==> src/rtl/lsu_pkg.sv <==
// Shared types and constants for the load/store unit memory port.
package lsu_pkg;

  typedef enum logic [1:0] {
    IDLE,
    REQ,
    RSP,
    FAULT
  } lsu_state_e;

  typedef enum logic [1:0] {
    OK       = 2'b00,
    MISALIGN = 2'b01,
    ILLEGAL  = 2'b10,
    TIMEOUT  = 2'b11
  } lsu_fault_e;

  localparam logic [1:0] NBYTE_WORD = 2'b00;
  localparam logic [1:0] NBYTE_BYTE = 2'b01;
  localparam logic [1:0] NBYTE_HALF = 2'b10;
  localparam logic [1:0] NBYTE_ILL  = 2'b11;

  function automatic logic is_misaligned(input logic [1:0] nbyte_op, input logic [1:0] offset);
    return ((nbyte_op == NBYTE_HALF) && offset[0]) ||
           ((nbyte_op == NBYTE_WORD) && (offset != 2'b00));
  endfunction

endpackage

==> src/rtl/lsu_align.sv <==
// Combinational lane steering: store strobes/replication and load extraction/extension.
module lsu_align
  import lsu_pkg::*;
(
  input  logic [1:0]  nbyte_op,
  input  logic        is_write,
  input  logic        is_unsigned,
  input  logic [1:0]  offset,
  input  logic [31:0] wdata,
  input  logic [31:0] rdata_in,
  output logic [3:0]  wstrb,
  output logic [31:0] wdata_lane,
  output logic [31:0] rdata_ext
);

  logic [31:0] shifted;

  // Word accesses are always aligned when they reach the bus, so shifted equals rdata_in there.
  assign shifted = rdata_in >> {offset, 3'b000};

  always_comb begin
    wstrb      = '0;
    wdata_lane = '0;
    rdata_ext  = shifted;
    case (nbyte_op)
      NBYTE_BYTE: begin
        wstrb      = 4'b0001 << offset;
        wdata_lane = {4{wdata[7:0]}};
        rdata_ext  = {{24{~is_unsigned & shifted[7]}}, shifted[7:0]};
      end
      NBYTE_HALF: begin
        wstrb      = 4'b0011 << offset;
        wdata_lane = {2{wdata[15:0]}};
        rdata_ext  = {{16{~is_unsigned & shifted[15]}}, shifted[15:0]};
      end
      NBYTE_WORD: begin
        wstrb      = 4'b1111;
        wdata_lane = wdata;
      end
      default: ;
    endcase
    if (!is_write) wstrb = '0;
  end

endmodule

==> src/rtl/lsu_mem_port.sv <==
// Load/store unit memory port: access FSM, input latches and response timeout.
module lsu_mem_port
  import lsu_pkg::*;
#(
  parameter int unsigned TIMEOUT_CYCLES = 256
) (
  input  logic        clk,
  input  logic        rst,
  input  logic        start,
  input  logic        mem_read,
  input  logic        mem_write,
  input  logic [1:0]  nbyte_op,
  input  logic        is_unsigned,
  input  logic [31:0] addr,
  input  logic [31:0] wdata,
  output logic        busy,
  output logic        done,
  output logic [31:0] rdata,
  output logic [1:0]  fault,
  output logic        bus_req,
  output logic        bus_we,
  output logic [31:0] bus_addr,
  output logic [3:0]  bus_wstrb,
  output logic [31:0] bus_wdata,
  input  logic        bus_gnt,
  input  logic        bus_rsp,
  input  logic [31:0] bus_rdata
);

  localparam int unsigned CW = $clog2(TIMEOUT_CYCLES) + 1;

  lsu_state_e  state_q, state_d;
  lsu_fault_e  fault_q, fault_d;
  lsu_fault_e  err_q, err_d;
  logic [CW-1:0] cnt_q, cnt_d;
  logic        done_q, done_d;
  logic [31:0] rdata_q, rdata_d;
  logic [31:0] addr_q, addr_d;
  logic [31:0] wdata_q, wdata_d;
  logic [1:0]  nbyte_q, nbyte_d;
  logic        we_q, we_d;
  logic        uns_q, uns_d;

  logic [3:0]  strb;
  logic [31:0] lane;
  logic [31:0] ext;
  logic        in_req;
  logic        rsp_hit;
  logic        cnt_last;

  lsu_align u_align (
    .nbyte_op   (nbyte_q),
    .is_write   (we_q),
    .is_unsigned(uns_q),
    .offset     (addr_q[1:0]),
    .wdata      (wdata_q),
    .rdata_in   (bus_rdata),
    .wstrb      (strb),
    .wdata_lane (lane),
    .rdata_ext  (ext)
  );

  assign in_req   = (state_q == REQ);
  assign rsp_hit  = (in_req && bus_gnt && bus_rsp) || ((state_q == RSP) && bus_rsp);
  assign cnt_last = (cnt_q == CW'(TIMEOUT_CYCLES - 1));

  always_comb begin
    state_d = state_q;
    fault_d = fault_q;
    err_d   = err_q;
    cnt_d   = cnt_q;
    done_d  = 1'b0;
    rdata_d = rdata_q;
    addr_d  = addr_q;
    wdata_d = wdata_q;
    nbyte_d = nbyte_q;
    we_d    = we_q;
    uns_d   = uns_q;
    case (state_q)
      IDLE: begin
        if (start && (mem_read || mem_write)) begin
          addr_d  = addr;
          wdata_d = wdata;
          nbyte_d = nbyte_op;
          we_d    = mem_write;
          uns_d   = is_unsigned;
          if ((mem_read && mem_write) || (nbyte_op == NBYTE_ILL)) begin
            state_d = FAULT;
            err_d   = ILLEGAL;
          end else if (is_misaligned(nbyte_op, addr[1:0])) begin
            state_d = FAULT;
            err_d   = MISALIGN;
          end else begin
            state_d = REQ;
            cnt_d   = '0;
          end
        end
      end
      REQ, RSP: begin
        cnt_d = cnt_q + CW'(1);
        // A response always wins over an expiring timeout in the same cycle.
        if (rsp_hit) begin
          state_d = IDLE;
          done_d  = 1'b1;
          fault_d = OK;
          if (!we_q) rdata_d = ext;
        end else if (cnt_last) begin
          state_d = IDLE;
          done_d  = 1'b1;
          fault_d = TIMEOUT;
        end else if (in_req && bus_gnt) begin
          state_d = RSP;
        end
      end
      FAULT: begin
        state_d = IDLE;
        done_d  = 1'b1;
        fault_d = err_q;
      end
      default: state_d = IDLE;
    endcase
  end

  always_ff @(posedge clk or posedge rst) begin
    if (rst) begin
      state_q <= IDLE;
      fault_q <= OK;
      err_q   <= OK;
      cnt_q   <= '0;
      done_q  <= 1'b0;
      rdata_q <= '0;
      addr_q  <= '0;
      wdata_q <= '0;
      nbyte_q <= NBYTE_WORD;
      we_q    <= 1'b0;
      uns_q   <= 1'b0;
    end else begin
      state_q <= state_d;
      fault_q <= fault_d;
      err_q   <= err_d;
      cnt_q   <= cnt_d;
      done_q  <= done_d;
      rdata_q <= rdata_d;
      addr_q  <= addr_d;
      wdata_q <= wdata_d;
      nbyte_q <= nbyte_d;
      we_q    <= we_d;
      uns_q   <= uns_d;
    end
  end

  assign busy      = (state_q != IDLE);
  assign done      = done_q;
  assign rdata     = rdata_q;
  assign fault     = fault_q;
  assign bus_req   = in_req;
  assign bus_we    = in_req & we_q;
  assign bus_addr  = in_req ? {addr_q[31:2], 2'b00} : '0;
  assign bus_wstrb = in_req ? strb : '0;
  assign bus_wdata = in_req ? lane : '0;

endmodule
==> config.mk <==
export PLATFORM = sky130hd
export DESIGN_NAME = lsu_mem_port
export DESIGN_NICKNAME = d
export VERILOG_FILES = /design/src/rtl/lsu_pkg.sv /design/src/rtl/lsu_align.sv /design/src/rtl/lsu_mem_port.sv
export SDC_FILE = /design/constraint.sdc
export NUM_CORES = 1
export LEC_CHECK = 0
export CAP_MARGIN = 0
export CELL_PAD_IN_SITES_DETAIL_PLACEMENT = 1
export CELL_PAD_IN_SITES_GLOBAL_PLACEMENT = 1
export CORE_MARGIN = 5
export CORE_UTILIZATION = 35
export CTS_CLUSTER_DIAMETER = 60
export CTS_CLUSTER_SIZE = 30
export DETAILED_ROUTE_END_ITERATION = 10
export PLACE_DENSITY_LB_ADDON = 0.05
export SYNTH_ARGS = -nofsm -noshare
export SYNTH_HDL_FRONTEND = slang
export SYNTH_HIERARCHICAL = 1
export SYNTH_SLANG_ARGS = --single-unit
==> constraint.sdc <==
create_clock -name clk -period 4 [get_ports clk]
set_input_delay 0.6 -clock clk [delete_from_list [all_inputs] [get_ports clk]]
set_output_delay 0.6 -clock clk [all_outputs]
set_load 0.02 [all_outputs]
==> results of run 1 <==
[synthesized netlist by cell type, types with 2 or more instances]
cell type | n | area [um2]
o21a_1 | 3 | 22.52
a22oi_1 | 16 | 120.1
o221ai_1 | 5 | 43.79
buf_6 | 6 | 67.56
nor3_1 | 2 | 10.01
or4b_1 | 2 | 20.02
nor3b_1 | 2 | 15.01
dfrtp_1 | 116 | 2903
nand2_1 | 222 | 833.3
and2_1 | 75 | 469.2
inv_1 | 10 | 37.54
o21ai_0 | 11 | 55.05
nand2b_1 | 2 | 12.51
or2_2 | 3 | 18.77
o22ai_1 | 2 | 12.51
a21oi_1 | 35 | 175.2
a31oi_1 | 3 | 18.77
nor4b_1 | 2 | 17.52
o21ai_1 | 9 | 45.04
o211ai_2 | 9 | 112.6
mux2i_1 | 19 | 190.2
nor2_1 | 23 | 86.33
or2_1 | 2 | 12.51
a2bb2oi_1 | 7 | 61.31
nand3b_1 | 3 | 22.52
clkbuf_1 | 26 | 97.59
buf_2 | 17 | 85.08
mux2_4 | 30 | 450.4
buf_4 | 5 | 37.54
nand3_1 | 9 | 45.04
mux2_2 | 8 | 90.09
nor2b_1 | 12 | 75.07
a211oi_1 | 7 | 52.55
a221o_1 | 3 | 30.03
ha_1 | 11 | 137.6
clkinv_1 | 2 | 7.510
o221ai_2 | 4 | 60.06
a311o_1 | 2 | 20.02
[worst max-delay path, stage by stage, from the launching register on]
cell and delay (ns):
dfrtp_1 0.42, clkinv_1 0.30, ha_1 0.47, or2_2 0.44, a22oi_1 0.19, nor2_1 0.06, and2_1 0.18, clkdlybuf4s50_1 0.53
[how the worst max path moves through the flow]
stage / from / to / slack, ns
after detailed placement: nbyte_q[0] / bus_wdata[19] / 0.81
final: nbyte_q[0] / bus_wdata[20] / 0.38
after global routing: nbyte_q[0] / bus_wdata[21] / 0.17
after CTS: nbyte_q[0] / bus_wdata[20] / 0.33
after floorplan: rst / addr_q[0] / 0.33
after global placement: nbyte_q[0] / bus_wdata[20] / 0.86
[sequential cells by signal, indices dropped and copies added, names as in the netlist]
| register | count |
|---|---|
| done | 1 |
| state_q | 2 |
| wdata_q | 32 |
| fault | 2 |
| rdata | 32 |
| addr_q | 32 |
| cnt_q | 9 |
| nbyte_q | 2 |
| uns_q | 1 |
| err_q | 2 |
| we_q | 1 |
[layout make-up]
type | count | area [um2]
fillers | 2135 | 9256
multi-input cells | 562 | 3526
flip-flops and latches | 116 | 2903
repair buffers | 218 | 2172
clock buffers | 17 | 425.4
well taps | 260 | 325.3
clock inverters | 15 | 172.7
inverters | 12 | 47.55
diodes | 1 | 2.502
[power breakdown]
group          total (mW)  internal [mW]  leakage, nW  switching, mW
logic                3.84           1.71         2.62           2.12
registers            2.10           1.69         1.46          0.412
clock network        1.57          0.932        0.283          0.638
[metal layers]
| layer | GRT usage | vias to the layer above | part of all wire |
|---|---|---|---|
| met5 | 0 | - | 0 |
| met4 | 0.05995 | 0 | 0.013 |
| met3 | 0.06685 | 24 | 0.072 |
| met2 | 0.3430 | 179 | 0.48 |
| met1 | 0.2650 | 2971 | 0.44 |
| li1 | - | 2860 | - |
[metrics by stage]
step	total power [mW]	area, um2
2_1_floorplan	4.616	6749
5_1_grt	8.028	9574
6_report	7.510	9574
3_5_place_dp	5.972	8974
3_3_place_gp	5.833	8974
4_1_cts	7.593	9572
[cell families (layout without fill, tap and decap cells)]
kind of cell / after synthesis / in the layout / synth area share
buffers and inverters: 66 / 262 / 0.04934
flip-flops: 116 / 116 / 0.4303
XOR/XNOR: 1 / 1 / 0.001299
multiplexers: 58 / 58 / 0.1117
AND/OR/NAND/NOR: 366 / 366 / 0.2525
adder cells (fa/ha/maj): 11 / 11 / 0.02040
other: 1 / 3 / 0.0005559
AO/OA/AOI/OAI: 124 / 124 / 0.1339
==> summary.md, run 1 <==
| Metric | Value |
|---|---|
| Outcome | `complete, no violations` |
| Critical Path AT | `3.02 ns` |
| Reg-to-Reg Start | `state_q[1]` |
| Synth-to-Final Area Change | `41.94%` |
| MaxCap Viol Count | `0` |
| TritonCTS clock tree | `yes` |
| Final hold violation count | `0` |
| Sequential element share of the synthesized area | `0.4303` |
| Clock Skew | `0.009878 ns` |
| # setup viols final | `0` |
| Hold-fix buffer count after cts | `0` |
| GPL Wtd Cong | `0.8372` |
| Core area | `18830 um2` |
| Initial antenna violation count | `1` |
| Vias in the first global route | `6654` |
| Synthesized instance count | `743` |
| Yosys warns | `6` |
| Syn Area/Cell | `9.078 um2` |
| Post-Syn Area | `6745 um2` |
| CTS root buf | `clkbuf_16` |
| Via density | `5.024` |
| Reg2Reg Depth | `6` |
| DIE HEIGHT | `148.8 um` |
| Clock transition at path regs | `0.06 ns` |
| Worst-skew pair later-pin latency | `0.42 ns` |
| Worst Hold Endpoint | `addr_q[6]` |
| Worst Hold Launch | `addr_q[6]` |
| Fin crit period | `3.616 ns` |
| CP endpoint kind | `primary output` |
| Worst slew margin | `0.2553` |
| DPL Wire Length | `16.57 mm` |
| Dpl ws | `0.8089 ns` |
| Setup slack after layout | `0.3842 ns` |
| Worst path required time | `3.40 ns` |
| Clk sinks | `116` |
| EDFF count, synth | `0` |
| Post-CTS setup buffers | `0` |
| I/O Buffers | `209` |
| Rows | `50` |
| Fin util | `0.5084` |
| Initial DRC count | `268` |
| Reg2reg end | `rdata[4]` |
| Total GRT Usage | `0.2088` |
| Netlist cell types | `56` |
| RSZ-0062 raised after global routing | `no` |
| Worst slew pin tran | `1.117 ns` |
| Die W | `148.8 um` |
| Hold depth | `2` |
| Htree depth | `4` |
| Ys flop type | `dfrtp_1` |
| Hold_ws | `0.4700 ns` |
| Worst min path class | `flip-flop to flip-flop` |
| Period utilisation layout | `0.9040` |
| Yosys reg bits | `116` |
| Maximum vdd drop | `0.0003114 V` |
| Nets@finish | `1044` |
| Post_cts resized | `0` |
| Leakage | `4.357 nW` |
| Async SR Flop Fraction | `1.000` |
| Post-route ant nets | `0` |
| Total gr overflow | `0` |
| Dpl cells | `1168` |
| Pre-antenna DRT Iters | `5` |
| Worst setup SP type | `flip-flop` |
| Commonest non-fill, non-tap cell in the layout | `nand2_1` |
| IO Pins | `212` |
| Crit path max fanout | `11` |
| Post-Route WL | `22.95 mm` |
| DRC | `0` |
| Initial core utilization | `0.3582` |
| Routed WL per cell | `19.11 um` |
| Share of post-route cells with drive strength above 1 | `0.1138` |
| Largest net degree at the start of global routing | `63` |
| Setup TNS | `0 ns` |
| Worst R2R Setup Slack | `1.16 ns` |
| Num CTS Buffers | `17` |
| Crit Path Category | `flip-flop to primary output` |
| Die area | `22150 um2` |
| Pwr dens | `784.4 nW/um2` |
| Final Instance Count excl. Fillers | `1201` |
| Commonest cells after routing, fill and taps aside | `221 x nand2_1, 209 x clkdlybuf4s50_1, 116 x dfrtp_1` |
| CTS max path bufs | `2` |
| Max Fclk | `276.6 MHz` |
| Routed vias | `6034` |
| Slew Viols, Final | `0` |
| First-pass GRT wire length | `36.42 mm` |
No activity file was read; power rests on OpenSTA's default activity.
==> inputs of run 2 (changes only) <==
--- a/config.mk
+++ b/config.mk
@@ -6,10 +6,8 @@
 export NUM_CORES = 1
 export LEC_CHECK = 0
 export CAP_MARGIN = 0
-export CELL_PAD_IN_SITES_DETAIL_PLACEMENT = 1
-export CELL_PAD_IN_SITES_GLOBAL_PLACEMENT = 1
 export CORE_MARGIN = 5
-export CORE_UTILIZATION = 35
+export CORE_UTILIZATION = 47
 export CTS_CLUSTER_DIAMETER = 60
 export CTS_CLUSTER_SIZE = 30
 export DETAILED_ROUTE_END_ITERATION = 10
==> run 2 against run 1 <==
Compared with the run above:
- core utilization increased by 17 points
- combinational power decreased by 3%
- routed wire length decreased by 15%
- sequential cell count unchanged
- clock power decreased by 3%
- largest cell class unchanged
- fmax about the same
- via count decreased by 2.0%
- highest routed layer unchanged
- global-route usage increased by 2.4 points
- critical path type unchanged
- sequential power about the same
- first-iteration DRC count increased by 35%
==> summary.md, run 2 (same netlist as run 1, synthesis figures left out) <==
| Metric | Value |
|---|---|
| Die W | `129.8 um (-13%)` |
| Outcome | `complete, no violations` |
| Reg-to-Reg Start | `state_q[1]` |
| Worst path max stage delay | `0.53 ns (about the same)` |
| Pwr dens | `777.0 nW/um2 (-0.94%)` |
| CP endpoint kind | `primary output` |
| Die area | `16850 um2 (-24%)` |
| Clock share of power | `0.207 (-0.002)` |
| Hold-fix buffer count after cts | `0 (unchanged)` |
| Core area | `13990 um2 (-26%)` |
| Clock Skew | `0.01439 ns (+0.004512 ns)` |
| Routed vias | `5916 (-2.0%)` |
| I/O Buffers | `209 (unchanged)` |
| Worst path required time | `3.40 ns (about the same)` |
| Final hold violation count | `0 (unchanged)` |
| GPL Wtd Cong | `0.8375 (about the same)` |
| Power Internal | `4.333 mW (about the same)` |
| Pre-antenna DRT Iters | `5 (unchanged)` |
| Largest net degree at the start of global routing | `62 (-1.6%)` |
| Reg2Reg Depth | `6 (unchanged)` |
| Period utilisation layout | `0.9048 (about the same)` |
| Total GRT Usage | `0.2329 (+0.02411)` |
| Maximum vdd drop | `0.0004131 V (+33%)` |
| Slew Viols, Final | `0 (unchanged)` |
| Dpl cells | `1086 (-7.0%)` |
| Sw frac | `0.4100 (-0.01261)` |
| Vias in the first global route | `5962 (-10%)` |
| Slowest cell on crit path | `clkdlybuf4s50_1` |
| Routed WL per cell | `17.48 um (-8.5%)` |
| Critical Path AT | `3.02 ns (about the same)` |
| Post-Route WL | `19.57 mm (-15%)` |
| Crit Path Category | `flip-flop to primary output` |
| Initial antenna violation count | `0 (-1)` |
| IO Pins | `212 (unchanged)` |
| Worst min path class | `flip-flop to flip-flop` |
| Logic pwr share | `0.506 (-0.005)` |
| Post_cts resized | `0 (unchanged)` |
| Commonest non-fill, non-tap cell in the layout | `nand2_1` |
| DPL Wire Length | `14.22 mm (-14%)` |
| First-pass GRT wire length | `31.19 mm (-14%)` |
| Fin crit period | `3.619 ns (+0.003168 ns)` |
| Reg2reg end | `rdata[3]` |
| Share of post-route cells with drive strength above 1 | `0.1119 (-0.001889)` |
| MaxCap Viol Count | `0 (unchanged)` |
| Initial core utilization | `0.4822 (+0.1240)` |
| Worst R2R Setup Slack | `1.15 ns (about the same)` |
| Synth-to-Final Area Change | `40.14%` |
| Post-route ant nets | `0 (unchanged)` |
| Nets@finish | `1042 (-0.19%)` |
| Clk sinks | `116 (unchanged)` |
| DIE HEIGHT | `129.8 um (-13%)` |
| Cells along the critical path | `clkinv_1, ha_1, or2_2, a22oi_1, nor2_1, and2_1, clkdlybuf4s50_1` |
| Worst Hold Endpoint | `addr_q[25]` |
| Power, Total | `7.344 mW (-2.2%)` |
| Commonest cells after routing, fill and taps aside | `221 x nand2_1, 209 x clkdlybuf4s50_1, 116 x dfrtp_1` |
| Clock transition at path regs | `0.05 ns (about the same)` |
| Crit path max fanout | `11 (unchanged)` |
| Worst slew margin | `0.2848 (+0.02947)` |
| Rows | `43 (-14%)` |
| Leakage | `4.342 nW (-0.36%)` |
| Max Fclk | `276.3 MHz (about the same)` |
| Flop pwr share | `0.287 (+0.007)` |
| TritonCTS clock tree | `yes` |
| Final Instance Count excl. Fillers | `1119 (-6.8%)` |
| Initial DRC count | `362 (+35%)` |
| Htree depth | `4 (unchanged)` |
| Total gr overflow | `0 (unchanged)` |
| Via density | `5.287 (+5.2%)` |
| CTS max path bufs | `2 (unchanged)` |
| Post-CTS setup buffers | `0 (unchanged)` |
| # setup viols final | `0 (unchanged)` |
| Worst-skew pair later-pin latency | `0.42 ns (about the same)` |
| Num CTS Buffers | `17 (unchanged)` |
| Worst setup SP type | `flip-flop` |
| Worst Hold Launch | `addr_q[25]` |
| Hold depth | `2 (unchanged)` |
| DRC | `0 (unchanged)` |
| CTS root buf | `clkbuf_16` |
| Worst slew pin tran | `1.073 ns (-0.04420 ns)` |
| RSZ-0062 raised after global routing | `no` |
| Setup TNS | `0 ns (unchanged)` |
| Net load switching power | `3.011 mW (-5.1%)` |
[run 2: critical path, delay by kind of cell (launching register included)]
kind / cells / cell delay [ns]
DFF: 1 / 0.41
and+or+nand+nor: 3 / 0.67
adders and majority gates: 1 / 0.48
AOI/OAI and AO/OA: 1 / 0.19
buffers and inverters: 2 / 0.86
[run 2: cell type report]
cell class              count  area (um2)
clock inverters            14       152.6
clock buffers              18       439.2
fillers                  1167        4536
repair buffers            216        2157
flip-flops and latches    116        2903
well taps                 180       225.2
diodes                      1       2.502
multi-input cells         562        3526
inverters                  12       47.55
[run 2: worst max-delay path by stage]
stage | slack (ns) | cells past startpoint | startpoint | endpoint
after floorplan | 0.33 | 1 | rst | addr_q[0]
after global placement | 0.89 | 7 | nbyte_q[0] | bus_wdata[21]
after detailed placement | 0.80 | 7 | nbyte_q[0] | bus_wdata[21]
after CTS | 0.35 | 7 | nbyte_q[0] | bus_wdata[21]
after global routing | 0.17 | 7 | nbyte_q[0] | bus_wdata[16]
final | 0.38 | 7 | nbyte_q[0] | bus_wdata[21]
[run 2: stage by stage]
stage | worst slack, ns | hold slack (ns) | utilization | area, um2
final | 0.3810 | 0.4661 | 0.6758 | 9453
after global placement | 0.8944 | 0.4496 | 0.6333 | 8859
after CTS | 0.3537 | 0.4692 | 0.6756 | 9450
after floorplan | 0.3276 | 0.4374 | - | 6749
after global routing | 0.1713 | 0.4942 | 0.6756 | 9450
after detailed placement | 0.8033 | 0.4552 | 0.6333 | 8859
[run 2: power groups by stage]
stage / Clock, mW / Combinational (mW) / Sequential (mW)
6_report: 1.52 / 3.71 / 2.11
5_1_grt: 1.60 / 4.07 / 2.18
4_1_cts: 1.55 / 3.74 / 2.11
3_5_place_dp: 0 / 3.72 / 2.12
3_3_place_gp: 0 / 3.63 / 2.10
2_1_floorplan: 0 / 2.49 / 2.13
[run 2: metal layers]
layer | global-route usage | share of wire | vias to the layer above | wire [um]
met2 | 0.3770 | 0.48 | 228 | 9304
li1 | - | - | 2854 | -
met5 | 0 | 0 | - | 0
met4 | 0.07824 | 0.020 | 0 | 389
met1 | 0.2981 | 0.42 | 2808 | 8256
met3 | 0.07245 | 0.082 | 26 | 1614
